===== src/rtl/program_sequencer.sv =====
// Instruction sequencer: fetches from a synchronous program ROM, resolves control opcodes locally
// and issues the remaining opcodes to the executor with a Done handshake. Optional macro: SEQ_STEP_EN.
module program_sequencer #(
  parameter int A   = 8,
  parameter int W   = 20,
  parameter int TMO = 15
) (
  input  logic         Clock,
  input  logic         Reset,
  input  logic         Start,
`ifdef SEQ_STEP_EN
  input  logic         Step,
`endif
  output logic [A-1:0] ProgAddr,
  input  logic [W-1:0] ProgData,
  output logic [W-1:0] ExecOpCode,
  input  logic         ExecDone,
  input  logic         ExecZero,
  output logic [A-1:0] PC,
  output logic [15:0]  InstrCount,
  output logic         Running,
  output logic         Halted,
  output logic         Fault
);

  localparam int WDW = $clog2(TMO + 1);

  localparam logic [3:0] op_halt = 4'h0;
  localparam logic [3:0] op_jz   = 4'hE;
  localparam logic [3:0] op_jmp  = 4'hF;

`ifdef SEQ_STEP_EN
  typedef enum logic [2:0] {
    st_idle, st_fetch, st_decode, st_exec, st_halt, st_fault, st_pause
  } state_t;
`else
  typedef enum logic [2:0] {
    st_idle, st_fetch, st_decode, st_exec, st_halt, st_fault
  } state_t;
`endif

  state_t         state_reg, state_next;
  logic [A-1:0]   pc_reg, pc_next;
  logic [W-1:0]   ir_reg, ir_next;
  logic [15:0]    count_reg, count_next;
  logic [WDW-1:0] wdog_reg, wdog_next;
  logic [3:0]     opcode;
  logic           first_exec;

  assign opcode = ProgData[W-1 -: 4];
  // The watchdog is zero on every entry to EXEC, so it doubles as the first-cycle marker.
  assign first_exec = (wdog_reg == '0);

  always_ff @(posedge Clock or posedge Reset) begin
    if (Reset) begin
      state_reg <= st_idle;
      pc_reg    <= '0;
      ir_reg    <= '0;
      count_reg <= '0;
      wdog_reg  <= '0;
    end else begin
      state_reg <= state_next;
      pc_reg    <= pc_next;
      ir_reg    <= ir_next;
      count_reg <= count_next;
      wdog_reg  <= wdog_next;
    end
  end

  always_comb begin
    state_next = state_reg;
    pc_next    = pc_reg;
    ir_next    = ir_reg;
    count_next = count_reg;
    wdog_next  = wdog_reg;
    ExecOpCode = '0;
    case (state_reg)
      st_idle, st_halt, st_fault: begin
        if (Start) begin
          pc_next    = '0;
          count_next = '0;
          wdog_next  = '0;
          state_next = st_fetch;
        end
      end
      st_fetch: state_next = st_decode;
      st_decode: begin
        ir_next = ProgData;
        case (opcode)
          op_halt: state_next = st_halt;
          op_jmp: begin
            pc_next    = A'(ProgData[7:0]);
            state_next = st_fetch;
          end
          op_jz: begin
            pc_next    = ExecZero ? A'(ProgData[7:0]) : pc_reg + 1'b1;
            state_next = st_fetch;
          end
          default: begin
            pc_next    = pc_reg + 1'b1;
            wdog_next  = '0;
`ifdef SEQ_STEP_EN
            state_next = st_pause;
`else
            state_next = st_exec;
`endif
          end
        endcase
      end
`ifdef SEQ_STEP_EN
      st_pause: begin
        if (Step) state_next = st_exec;
      end
`endif
      st_exec: begin
        // Dropping the opcode as soon as Done returns keeps the executor from re-running it.
        if (first_exec || !ExecDone) ExecOpCode = ir_reg;
        if (!first_exec && ExecDone) begin
          count_next = (count_reg == 16'hFFFF) ? count_reg : count_reg + 16'd1;
          wdog_next  = '0;
          state_next = st_fetch;
        end else if (wdog_reg == WDW'(TMO - 1)) begin
          wdog_next  = '0;
          state_next = st_fault;
        end else begin
          wdog_next  = wdog_reg + 1'b1;
        end
      end
      default: state_next = st_idle;
    endcase
  end

  assign ProgAddr   = pc_reg;
  assign PC         = pc_reg;
  assign InstrCount = count_reg;
  assign Halted     = (state_reg == st_halt);
  assign Fault      = (state_reg == st_fault);
`ifdef SEQ_STEP_EN
  // A paused program is still mid-run, so it reports as Running.
  assign Running = (state_reg == st_fetch) || (state_reg == st_decode) ||
                   (state_reg == st_exec)  || (state_reg == st_pause);
`else
  assign Running = (state_reg == st_fetch) || (state_reg == st_decode) ||
                   (state_reg == st_exec);
`endif

endmodule


===== config.mk =====
export PLATFORM = sky130hd
export DESIGN_NAME = program_sequencer
export DESIGN_NICKNAME = d
export VERILOG_FILES = /design/src/rtl/program_sequencer.sv
export SDC_FILE = /design/constraint.sdc
export NUM_CORES = 1
export LEC_CHECK = 0
export CAP_MARGIN = 20
export CORE_UTILIZATION = 43
export CTS_CLUSTER_DIAMETER = 50
export DETAILED_ROUTE_END_ITERATION = 8
export PLACE_DENSITY = 0.76
export SETUP_SLACK_MARGIN = 0.5
export SYNTH_ARGS = -nofsm -noshare
export SYNTH_HDL_FRONTEND = slang
export SYNTH_SLANG_ARGS = --single-unit

===== constraint.sdc =====
create_clock -name Clock -period 2.4 [get_ports Clock]
set_input_delay 0.72 -clock Clock [delete_from_list [all_inputs] [get_ports Clock]]
set_output_delay 0.72 -clock Clock [all_outputs]
set_load 0.02 [all_outputs]

# Word-level counts from Yosys, hierarchy flattened
# Cells that the tools add are included.
# classes
n_addsub	3
eq_ne	15
n_mux	20
n_reduce_logical	19
# op_table
cell	count
$mux 16	3
$mux 20	2
$pmux 16 s2	1
$pmux 8 s3	1
$add 16x1->16 const B	1
$eq 16x16->1 const B	1
$mux 4	4
$mux 8	2
$pmux 8 s2	1
$eq 4x4->1 const B	3
$pmux 3 s4	1
$pmux 4 s3	1
$ne 2x2->1 const B	5
$mux 3	3
$add 8x1->8 const B	1
$logic_not 4->1	2
$eq 3x2->1 const B	2
$eq 3x3->1 const B	2
$pmux 3 s2	1
$reduce_and 3->1	2
$reduce_or 3->1	2
$add 4x1->4 const B	1
$reduce_and 4->1	1
$reduce_bool 2->1	2
9 further kinds	12
# word_totals
register_bits	51
wordCells	62

# Longest topological paths before layout
# logic_depth
depth_word	5
ltp_mapped	8
ltp_nobuf	7

# Least setup slack after synthesis
# OpenSTA, ideal clock, no wires.
# synth_timing
path_type	flip-flop to output port
from	reg wdog_reg[0]
to	out ExecOpCode[0]
t_arrival_ns	1.766
slack_ns	-0.086
path_stages_with_launch	7
path_buffers	1
cell_sequence	dfrtp_1 -> inv_1 -> ha_1 -> or3b_2 -> a21oi_1 -> clkbuf_1 -> and2_1
# synth_between
elab_chain_len	4
# synth_lines
element	line_no	rtl
from (decl)	46	logic [WDW-1:0] wdog_reg, wdog_next;
from (signal assigned)	66	wdog_reg <= wdog_next;
$logic_not 4->1	52	assign first_exec = (wdog_reg == '0);
$logic_or 1x1->1	117	if (first_exec || !ExecDone) ExecOpCode = ir_reg;
$mux 20	117	
$mux 20	77	case (state_reg)
to (decl)	16	output logic [W-1:0] ExecOpCode,
# Every way passes these cells.

# Worst setup path in the final report
# layout_timing
from	reg wdog_reg[0]
to	out ExecOpCode[14]
# The elaborated chain is that of the path after synthesis.

==> flow_metrics.tcl <==
set metrics [dict create \
    maxCapViolCount 0 \
    ys.flop_type "dfrtp_1" \
    syn_inst 289 \
    grt_max_degree 36 \
    grt_pass1_wl_microns 13100 \
    cp_data_arrival_time_ps 1910 \
    start_util_pct 44.4 \
    largest_reg_flops 20 \
    hpwlAfterDp_microns 5070 \
    setup_viol 20 \
    drc 0 \
    synth_area_leaders "dfrtp_1, mux2_2, and2_1" \
    p_leak_nw 2.20 \
    synth_largest_area_cell "dfrtp_1" \
    drt-vias-per-instance 5.61 \
    grt.overflow.total 0 \
    fin_ws_ps -225 \
    clkTransAtPathRegs_ps 100 \
    finalHoldViolations 0 \
    num_rows 29 \
    hold_buffers 0 \
    fmax_ghz 0.381 \
    die_h_microns 83.0 \
    worst_pin_slew_ps 467 \
    final_core_util_pct 74.3 \
    syn_area_per_cell_sq_um 9.75 \
    drive_above_1_share_pct 45.9 \
    dr.pass1.iters 7 \
    clk_latency_ps 310 \
    wire_per_inst_microns 17.3 \
    drtIter0Drc 132 \
    period_share_pct 109 \
    final_cell_count_no_fill 502 \
    globalplace.congestion 0.824 \
    seq_area_frac_synth_pct 45.3 \
    worstPathRequired_ps 1680 \
    async_flop_share_pct 100 \
    synth_area_sq_um 2820 \
    clock-root-buffer "clkbuf_8" \
    cts_htree_levels 2 \
    ir_drop_mv 0.841 \
    cp_max_fo 21 \
    slew_headroom_pct 68.8 \
    synthTopCellsByCount "dfrtp_1, o21ai_0, and2_1" \
    die_area_sq_um 6880 \
    yosysUniqueCellTypes 47 \
    maxSlewViolCount 0 \
    fin_tns_setup_ps -4360 \
    synth_edf_count 0 \
    synth_top_area_share_pct 45.3 \
    crit_type "reg2out" \
    vias 2818 \
    routed_wl_microns 8700 \
    io_pins 80 \
    status "finished with violations" \
    area_growth_pct 67.5 \
    critPathCaptureType "primary output" \
    cts_tree "built" \
    post-place-cells 464 \
    clk_path_buf_depth 2 \
    port_buffers 79 \
    skew_ps 8.62 \
    core_sq_um 6350 \
    insertedDiodeCount 0 \
    grt_pass1_vias 2724 \
    antenna_left 0 \
    numCtsBuffers 5 \
    startpoint_type "register" \
    fin_nets 454 \
    grt_antenna_before_repair 0 \
    syn_nets 319 \
    yosysMostFrequentCell "dfrtp_1" \
    ys_warn_count 0 \
    fin_crit_ps 2630 \
    min_path_type "reg2reg" \
    violations "negative setup slack" \
    power_density_nw_per_um2 1050 \
    ys_ff_latch 51 \
    die-width_microns 83.0 \
    grt.total_usage_pct 23.3 \
    cts_sinks 51 \
    rsz0062_at_grt "yes" \
]
-- per-stage QoR --
step | area [sq um] | total power [mW] | hold WS (ps) | setup slack (ps)
3_5_place_dp | 4010 | 3.52 | 500 | -613
2_1_floorplan | 2950 | 2.66 | 482 | 178
4_1_cts | 4440 | 4.42 | 522 | -260
5_1_grt | 4720 | 5.20 | 535 | -302
3_3_place_gp | 4010 | 3.46 | 491 | -598
6_report | 4720 | 4.95 | 525 | -225
-- layer usage --
| layer | routed length, microns | GRT usage, % |
|---|---|---|
| met1 | 3770 | 30.6 |
| met2 | 4500 | 39.0 |
| met3 | 290 | 4.47 |
| met4 | 137 | 7.05 |
| met5 | 0 | 0 |
-- kinds of logic after synthesis --
family          after synthesis  share of synthesized area, %
simple gates                112                          21.6
mux                          22                          8.74
buf+inv                      27                          5.46
fa+ha+maj                     5                          2.22
flops                        51                          45.3
compound gates               68                          15.5
xor+xnor                      4                          1.24
-- power by group --
group | leakage [nW] | total, mW | switching [mW] | internal, mW
logic | 1.51 | 3.10 | 1.37 | 1.73
clock network | 0.0408 | 0.524 | 0.314 | 0.209
registers | 0.647 | 1.33 | 0.200 | 1.13
total | 2.20 | 4.95 | 1.88 | 3.07
-- worst max-delay path, stage by stage, from the launching register on --
cell	delay [ps]
dfrtp_1	400
inv_2	80
ha_4	130
or3b_4	400
a21oi_4	150
buf_12	170
and2_4	160
buf_6	110
-- final timing paths --
check | cells past startpoint | slack, ps | startpoint | endpoint
max | 7 | -230 | wdog_reg[0]$_DFFE_PP0P_ | ExecOpCode[14]
min | 1 | 520 | ir_reg[5]$_DFFE_PP0P_ | ir_reg[5]$_DFFE_PP0P_
max reg2reg | 13 | 40 | wdog_reg[0]$_DFFE_PP0P_ | InstrCount[15]$_DFFE_PP0P_
min reg2reg | 1 | 520 | ir_reg[5]$_DFFE_PP0P_ | ir_reg[5]$_DFFE_PP0P_
max in group asynchronous | 3 | 1130 | Reset | PC[3]$_DFFE_PP0P_
min in group asynchronous | 2 | 750 | Reset | InstrCount[9]$_DFFE_PP0P_
-- placed cells by master (no fill, tap or decap), drive strengths merged, types with 12 or more instances in the layout --
cell           instances
nor2                  20
nand3                 12
dfrtp                 51
nand2                 19
and2                  24
clkdlybuf4s50         18
o21ai                 26
dlygate4sd2           30
buf                   92
a21oi                 18
mux2                  21
-- area by class of cell --
type | instances | area (sq um)
tap | 77 | 96.3
clock buffer | 5 | 68.8
fill | 400 | 1630
multi-input combinational | 212 | 1790
clock inverter | 3 | 23.8
timing repair buffer | 147 | 1420
inverter | 7 | 32.5
sequential | 51 | 1280
-- timing repair --
item | in CTS | in global routing
gates cloned | 1 | 1
buffers inserted | 21 | 7
gates resized for setup | 217 | 82
pin swaps | 21 | 24
endpoints found under the setup margin | 84 | 65
Note: power is estimated with default switching activity, not from simulation.
